## src/rtl/mptw_fetch_stage.sv

```systemverilog
// MPT walker fetch stage: in-order request queue with speculative tagging.
// Optional zero-latency bypass when MPTW_FETCH_BYPASS_EN is defined.
package mptw_pkg;
  typedef enum logic [1:0] {
    MPT_FLUSH_NONE = 2'd0,
    MPT_FLUSH_SPEC = 2'd1,
    MPT_FLUSH_ALL  = 2'd2
  } mptw_flush_ctrl_e;
endpackage

module mptw_fetch_stage
  import mptw_pkg::*;
#(
  parameter int DEPTH      = 4,
  parameter int ADDR_WIDTH = 64,
  parameter int ID_WIDTH   = 4
) (
  input  logic                     clk_i,
  input  logic                     rst_ni,
  input  logic                     req_valid_i,
  output logic                     req_ready_o,
  input  logic [ADDR_WIDTH-1:0]    req_addr_i,
  input  logic [ID_WIDTH-1:0]      req_id_i,
  input  logic [1:0]               req_access_i,
  input  logic                     req_spec_i,
  output logic                     out_valid_o,
  input  logic                     out_ready_i,
  output logic [ADDR_WIDTH-1:0]    out_addr_o,
  output logic [ID_WIDTH-1:0]      out_id_o,
  output logic [1:0]               out_access_o,
  output logic                     out_spec_o,
  input  mptw_flush_ctrl_e         ctrl_flush_i,
  input  logic                     ctrl_stall_i,
  input  logic                     commit_spec_i,
  output logic                     status_busy_o,
  output logic [$clog2(DEPTH):0]   status_count_o
);

  localparam int PW = $clog2(DEPTH);
  localparam int CW = PW + 1;

  typedef struct packed {
    logic [ADDR_WIDTH-1:0] addr;
    logic [ID_WIDTH-1:0]   id;
    logic [1:0]            access;
  } pay_t;

  logic [PW:0]      head_q, tail_q;
  logic [DEPTH-1:0] occ_q, live_q, spec_q;
  pay_t             pay_q [DEPTH];

  logic [PW-1:0] hidx, tidx;
  logic h_occ, h_live;
  logic full, flush_none;
  logic q_valid, byp, push, pop, bubble;
  logic [CW-1:0] cnt;

  assign hidx       = head_q[PW-1:0];
  assign tidx       = tail_q[PW-1:0];
  assign h_occ      = occ_q[hidx];
  assign h_live     = live_q[hidx];
  assign flush_none = (ctrl_flush_i == MPT_FLUSH_NONE);
  assign full       = (hidx == tidx) && (head_q[PW] != tail_q[PW]);

  // Ready depends on registered state only, so a pop never opens it early
  assign req_ready_o = rst_ni && !full && !ctrl_stall_i && flush_none;
  assign q_valid = rst_ni && h_occ && h_live && !ctrl_stall_i && flush_none;

`ifdef MPTW_FETCH_BYPASS_EN
  assign byp = rst_ni && !(|occ_q) && !ctrl_stall_i && flush_none
               && req_valid_i;
`else
  assign byp = 1'b0;
`endif

  assign push   = req_valid_i && req_ready_o && !(byp && out_ready_i);
  assign pop    = q_valid && out_ready_i;
  assign bubble = rst_ni && h_occ && !h_live && flush_none;

  always_comb begin
    cnt = '0;
    for (int i = 0; i < DEPTH; i++)
      cnt = cnt + {{(CW-1){1'b0}}, occ_q[i] & live_q[i]};
  end

  always_comb begin
    out_valid_o    = q_valid;
    out_addr_o     = '0;
    out_id_o       = '0;
    out_access_o   = '0;
    out_spec_o     = 1'b0;
    status_busy_o  = rst_ni && (|occ_q);
    status_count_o = rst_ni ? cnt : '0;
    if (rst_ni && h_occ) begin
      out_addr_o   = pay_q[hidx].addr;
      out_id_o     = pay_q[hidx].id;
      out_access_o = pay_q[hidx].access;
      out_spec_o   = spec_q[hidx];
    end
    if (byp) begin
      out_valid_o  = 1'b1;
      out_addr_o   = req_addr_i;
      out_id_o     = req_id_i;
      out_access_o = req_access_i;
      out_spec_o   = req_spec_i;
    end
  end

  always_ff @(posedge clk_i) begin
    if (!rst_ni) begin
      head_q <= '0;
      tail_q <= '0;
      occ_q  <= '0;
      live_q <= '0;
      spec_q <= '0;
      for (int i = 0; i < DEPTH; i++) pay_q[i] <= '0;
    end else if (ctrl_flush_i == MPT_FLUSH_ALL) begin
      head_q <= '0;
      tail_q <= '0;
      occ_q  <= '0;
      live_q <= '0;
      spec_q <= '0;
    end else if (ctrl_flush_i == MPT_FLUSH_SPEC) begin
      live_q <= live_q & ~spec_q;
    end else begin
      if (commit_spec_i) spec_q <= spec_q & ~occ_q;
      if (push) begin
        occ_q[tidx]  <= 1'b1;
        live_q[tidx] <= 1'b1;
        spec_q[tidx] <= req_spec_i;
        pay_q[tidx]  <= '{addr: req_addr_i, id: req_id_i,
                           access: req_access_i};
        tail_q       <= tail_q + 1'b1;
      end
      if (pop || bubble) begin
        occ_q[hidx] <= 1'b0;
        head_q      <= head_q + 1'b1;
      end
    end
  end

endmodule

```

## config.mk

```make
export PLATFORM = sky130hd
export DESIGN_NAME = mptw_fetch_stage
export DESIGN_NICKNAME = d
export VERILOG_FILES = /design/src/rtl/mptw_fetch_stage.sv
export SDC_FILE = /design/constraint.sdc
export NUM_CORES = 1
export LEC_CHECK = 0
export CAP_MARGIN = 10
export CELL_PAD_IN_SITES_DETAIL_PLACEMENT = 2
export CELL_PAD_IN_SITES_GLOBAL_PLACEMENT = 2
export CORE_MARGIN = 2
export CORE_UTILIZATION = 41
export DETAILED_ROUTE_END_ITERATION = 12
export GPL_ROUTABILITY_DRIVEN = 0
export PLACE_DENSITY_LB_ADDON = 0.1
export SETUP_SLACK_MARGIN = 0.1
export SLEW_MARGIN = 20
export SYNTH_ARGS = -nofsm -noshare
export SYNTH_HDL_FRONTEND = slang
export SYNTH_SLANG_ARGS = --single-unit
```

## constraint.sdc

```tcl
create_clock -name clk_i -period 5.1 [get_ports clk_i]
set_clock_uncertainty 0.05 [all_clocks]
set_input_delay 1.02 -clock clk_i [delete_from_list [all_inputs] [get_ports clk_i]]
set_output_delay 1.02 -clock clk_i [all_outputs]
set_load 0.01 [all_outputs]
```

### Word level (Yosys, flattened, before mapping)

Memories as Yosys holds them, arrays and structs flattened. A register that Yosys moved wholly into a read port is not among the register bits.
Cells that the tools add are included.

| operators by class | value |
|---|---|
| add/sub/neg operators | 5 |
| $lt $le $gt $ge | 4 |
| equality and inequality tests | 4 |
| muxes and demuxes | 39 |
| bitwise operators | 14 |
| reductions and logical operators | 26 |

Operators by type and width:

| operator | number |
|---|---|
| 2-to-1 mux 70 bit | 1 |
| OR reduction 70 bit | 1 |
| 2-to-1 mux 64 bit | 1 |
| 2-to-1 mux 4 bit | 13 |
| logical AND 1 bit | 15 |
| 2-to-1 mux 1 bit | 13 |
| bitwise AND 4 bit | 3 |
| NOT 4 bit | 3 |
| 2-to-1 mux 2 bit | 4 |
| bitwise OR 4 bit | 2 |
| adder 3 x 1 -> 3 bit, second input constant | 2 |
| binary-select mux 1 bit (select 2 bit) | 3 |
| < comparator 2 x 3 -> 1 bit, second input constant | 2 |
| bitwise AND 1 bit | 4 |
| bitwise mux 4 bit | 1 |
| demux 1 bit (select 2 bit) | 2 |
| greater-or-equal comparator 2 x 1 -> 1 bit, second input constant | 2 |
| AND reduction 2 bit | 2 |
| OR reduction 4 bit | 1 |
| adder 2 x 1 -> 3 bit | 1 |
| adder 3 x 1 -> 3 bit | 1 |
| logical NOT 1 bit | 3 |
| 2-to-1 mux 3 bit | 1 |
| adder 1 x 1 -> 2 bit | 1 |
| 9 further kinds | 10 |

| storage, ports and cells | value |
|---|---|
| bits in registers | 18 |
| bits in writable memories | 280 |
| bits of input ports | 79 |
| output and inout port bits | 77 |
| word-level logic and storage cells | 98 |
| memories | 1 |

Memories:

| name | words | bits a word | rd ports | clocked after Yosys merged registers in | wr ports | line | RTL |
|---|---|---|---|---|---|---|---|
| pay_q | 4 | 70 | 1 | 1 | 4 | 50 | `pay_t pay_q [DEPTH];` |

### Longest topological paths before layout

| depth | value |
|---|---|
| depth after elaboration | 14 |
| depth in mapped cells | 8 |
| depth with buffers taken out | 6 |

### Worst setup path after synthesis

Ideal clock, no wire load.

| timing | value |
|---|---|
| kind | input to register |
| from | input ctrl_stall_i |
| to | memory pay_q[1][0] (netlist name) (enable) |
| library setup time | 0.440 ns |
| data arrival time | 3.727 ns |
| required time | 4.610 ns |
| setup slack | 0.883 ns |
| cell stages on the path | 6 |
| path buffers | 2 |
| cells stage by stage | nor4b_2 o311a_1 buf_6 and3_4 buf_6 nand2b_1 |

RTL lines:

| item | line | RTL |
|---|---|---|
| start: declaration | 33 | `input logic ctrl_stall_i,` |
| end: declaration | 50 |  |

### Worst setup path in the final report

| timing | value |
|---|---|
| from | register head_q[0] |
| to | output out_addr_o[20] |

| on the way | value |
|---|---|
| cells in the longest elaborated chain, start to end | 4 |

RTL lines:

| item | line | RTL |
|---|---|---|
| start: declaration | 48 | `logic [PW:0] head_q, tail_q;` |
| start signal: assignment | 137 | `head_q <= head_q + 1'b1;` |
| binary-select mux 1 bit (select 2 bit) | 60 | `assign h_occ = occ_q[hidx];` |
| 2-to-1 mux 1 bit (not written as such) | 60 |  |
| logical AND 1 bit | 94 | `if (rst_ni && h_occ) begin` |
| 2-to-1 mux 64 bit | 94 |  |
| end: declaration | 28 | `output logic [ADDR_WIDTH-1:0] out_addr_o,` |

Every way passes these cells. The select of a mux whose other input is x is not followed.

==> flow_summary.yaml <==
critical_path:
  ordered_cell_list_for_the_critical_path: "mux4_2, buf_4, and3_1, clkdlybuf4s50_1"
  setup.worst_path.start: "head_q[0]$_SDFFE_PP0P_"
  critPathKind: "reg -> out"
  crit_path_max_incr_delay_ps: 860
  critPathTopFamily: "buffers and inverters"
  r2r_start: "head_q[0]$_SDFFE_PP0P_"
  cp_max_fo: 37
  start_kind: "register"
  timing.critical_path.to_type: "output pin"
  timing.critical_path.required_ps: 4030
  crit_path_top_delay_cell: "mux4_2"
  critical_path_at_ps: 3210
  crit_buf_inv: 2
timing:
  fin_hold_ws_ps: 440
  timing_hold_violations_final: 0
  tightestPinTransition_ps: 900
  maxSlewHeadroom: 0.400
  rsz_0062_raised_after_global_routing: "no"
  post_route_clock_period_utilization: 0.839
  final-max-slew-violation-count: 0
  setup-violations-final: 0
  finalWorstPathRequiredPeriod_ps: 4280
  tns_ps: 0
  maxClockFrequency_mhz: 234
power:
  post-layout-total-power_mw: 5.50
  pwr_density_cell_mw_per_mm2: 325
  p_leak_nw: 6.26
  peak_supply_drop_mv: 0.185
cts:
  clk_pin_slew_ps: 60
  cts-resized-gates: 0
  worstSkewPairLatency_ps: 500
  clk_path_buf_depth: 3
  clock_tree_from_tritoncts: "done"
  clk_root_buffer_cell: "clkbuf_16"
  htree_num_levels: 2
  cts_inserted_buffers: 35
  holdBufCountCts: 0
  clkSinkCount: 300
  post_cts.repair.setup_buffers: 0
detailed_routing:
  finalWirelength_um: 38400
  number_of_drc_markers_in_iteration_0: 480
  detail_route.first_pass.iterations: 4
  vias_per_cell: 5.34
  wl_met3_um: 1560
  number_of_remaining_drc_errors: 0
  route.detailed.wl_per_inst_um: 25.2
  route.vias.total: 8147
  detail-route-antenna-nets: 0
  top_sig_layer: "met5"
  wl_met1_um: 16300
  route.met2.wl_um: 19800
yosys:
  ys_seq_elements: 300
  synthesized_cell_area_sq_mm: 0.0138
  mapped_cells: 909
  async_flop_share: 0
  post_synth_edffs: 280
  yosysSeqAreaShare: 0.637
  yosys.area.top_type: "edfxtp_1"
  yosys_most_used_dff: "edfxtp_1"
  post-synth-top-count-cell: "and2_1"
  synth_top_area_frac: 0.608
  yosysWarningCount: 0
  netlist-cell-type-count: 35
  postSynthNetCount: 999
  synth_common_cells: "and2_1 (291), edfxtp_1 (280), and3_1 (74)"
  synthTopCellsByArea: "edfxtp_1 (61%), and2_1 (13%), mux4_2 (12%)"
  avgSynthCellArea_sq_um: 15.2
place:
  buffer_ports.inserted: 155
  dpl.hpwl_um: 23100
floorplanning:
  floorplan.initialDensity: 0.414
  die-area_sq_mm: 0.0352
  io-pin-count: 156
  die_outline_height_um: 188
  die_width_um: 188
  core_sq_mm: 0.0334
  row_count: 67
worst_hold_path:
  worst_hold_startpoint: "tail_q[2]$_SDFFE_PP0P_"
  hold_path.class: "reg -> reg"
global_routing:
  globalRouteOverflowTotal: 0
  maximum_number_of_pins_on_one_net_before_global_route_repair: 71
  grt_util_all_layers: 0.220
  grt_pass1_wl_um: 58400
  grt_pass1_vias: 9382
  grt_antenna_before_repair: 2
layout:
  final_layout_size_suffix_gt1_frac: 0.146
  area_growth_syn_to_layout_pct: 22.5
  layout.core_utilization: 0.507
  finish.net_count: 1144
status:
  run_status: "completed"
flow_run:
  drv.max_cap_violation_count: 0
-- metrics by stage --
step	instances	area (sq um)	worst slack [ps]
finish	1527	16900	819
global route	1526	16900	644
CTS	1526	16900	774
detailed placement	1465	15800	1150
global placement	1465	15800	1200
floorplan	909	13800	883
-- flip-flops by register name, summed over array words and instances (netlist names), named ones only --
signal,cells
pay_q,280
live_q,4
occ_q,4
spec_q,4
head_q,3
tail_q,3
-- path summary, 6_finish.rpt --
path | end | cells after the start | slack (ps)
max | out_addr_o[20] | 4 | 820
min | tail_q[2]$_SDFFE_PP0P_ | 2 | 440
max reg2reg | pay_q[2][45]$_SDFFCE_PN0P_ | 5 | 2490
min reg2reg | tail_q[2]$_SDFFE_PP0P_ | 2 | 440
-- power breakdown --
| group | total, mW | switching (mW) | internal, mW |
|---|---|---|---|
| sequential | 2.79 | 0.0275 | 2.77 |
| clock | 2.45 | 0.986 | 1.47 |
| combinational | 0.253 | 0.138 | 0.115 |
| total | 5.50 | 1.15 | 4.35 |
-- cells by family after synthesis --
group	count (synthesis)	synth area share
buffers and inverters	76	0.0316
multiplexers	76	0.121
XOR/XNOR	4	0.00254
AND/OR/NAND/NOR	419	0.186
adder cells (fa/ha/maj)	11	0.0105
AO/OA/AOI/OAI	23	0.0114
flip-flops	300	0.637
-- metal layers --
layer	GRT usage	vias to the layer above
li1	-	3629
met1	0.278	4280
met2	0.397	187
met3	0.0344	49
met4	0.0509	2
met5	0	-
-- worst min-delay path, stage by stage (launching register included) --
cell     delay, ps
dfxtp_1        330
nand2_1         60
mux2i_1         50
-- layout make-up --
class / count / area (sq um)
antenna: 1 / 2.50
clock inverter: 19 / 164
tap: 448 / 561
clock buffer: 42 / 945
multi-input combinational: 533 / 4620
inverter: 6 / 22.5
sequential: 300 / 8820
timing repair buffer: 178 / 1800
fill: 3122 / 16400
-- cells in the final DEF, fill, tap and decap left out, types with 8 or more instances in the layout --
cell type	Yosys	routed
mux4_2	73	73
edfxtp_1	280	280
buf_4	0	18
clkbuf_16	0	37
clkdlybuf4s50_1	0	154
clkinv_1	0	8
dfxtp_1	20	18
ha_1	10	10
and3_1	74	73
nand2_1	22	21
and2_1	291	291
Power figures use the tool's default switching activity.
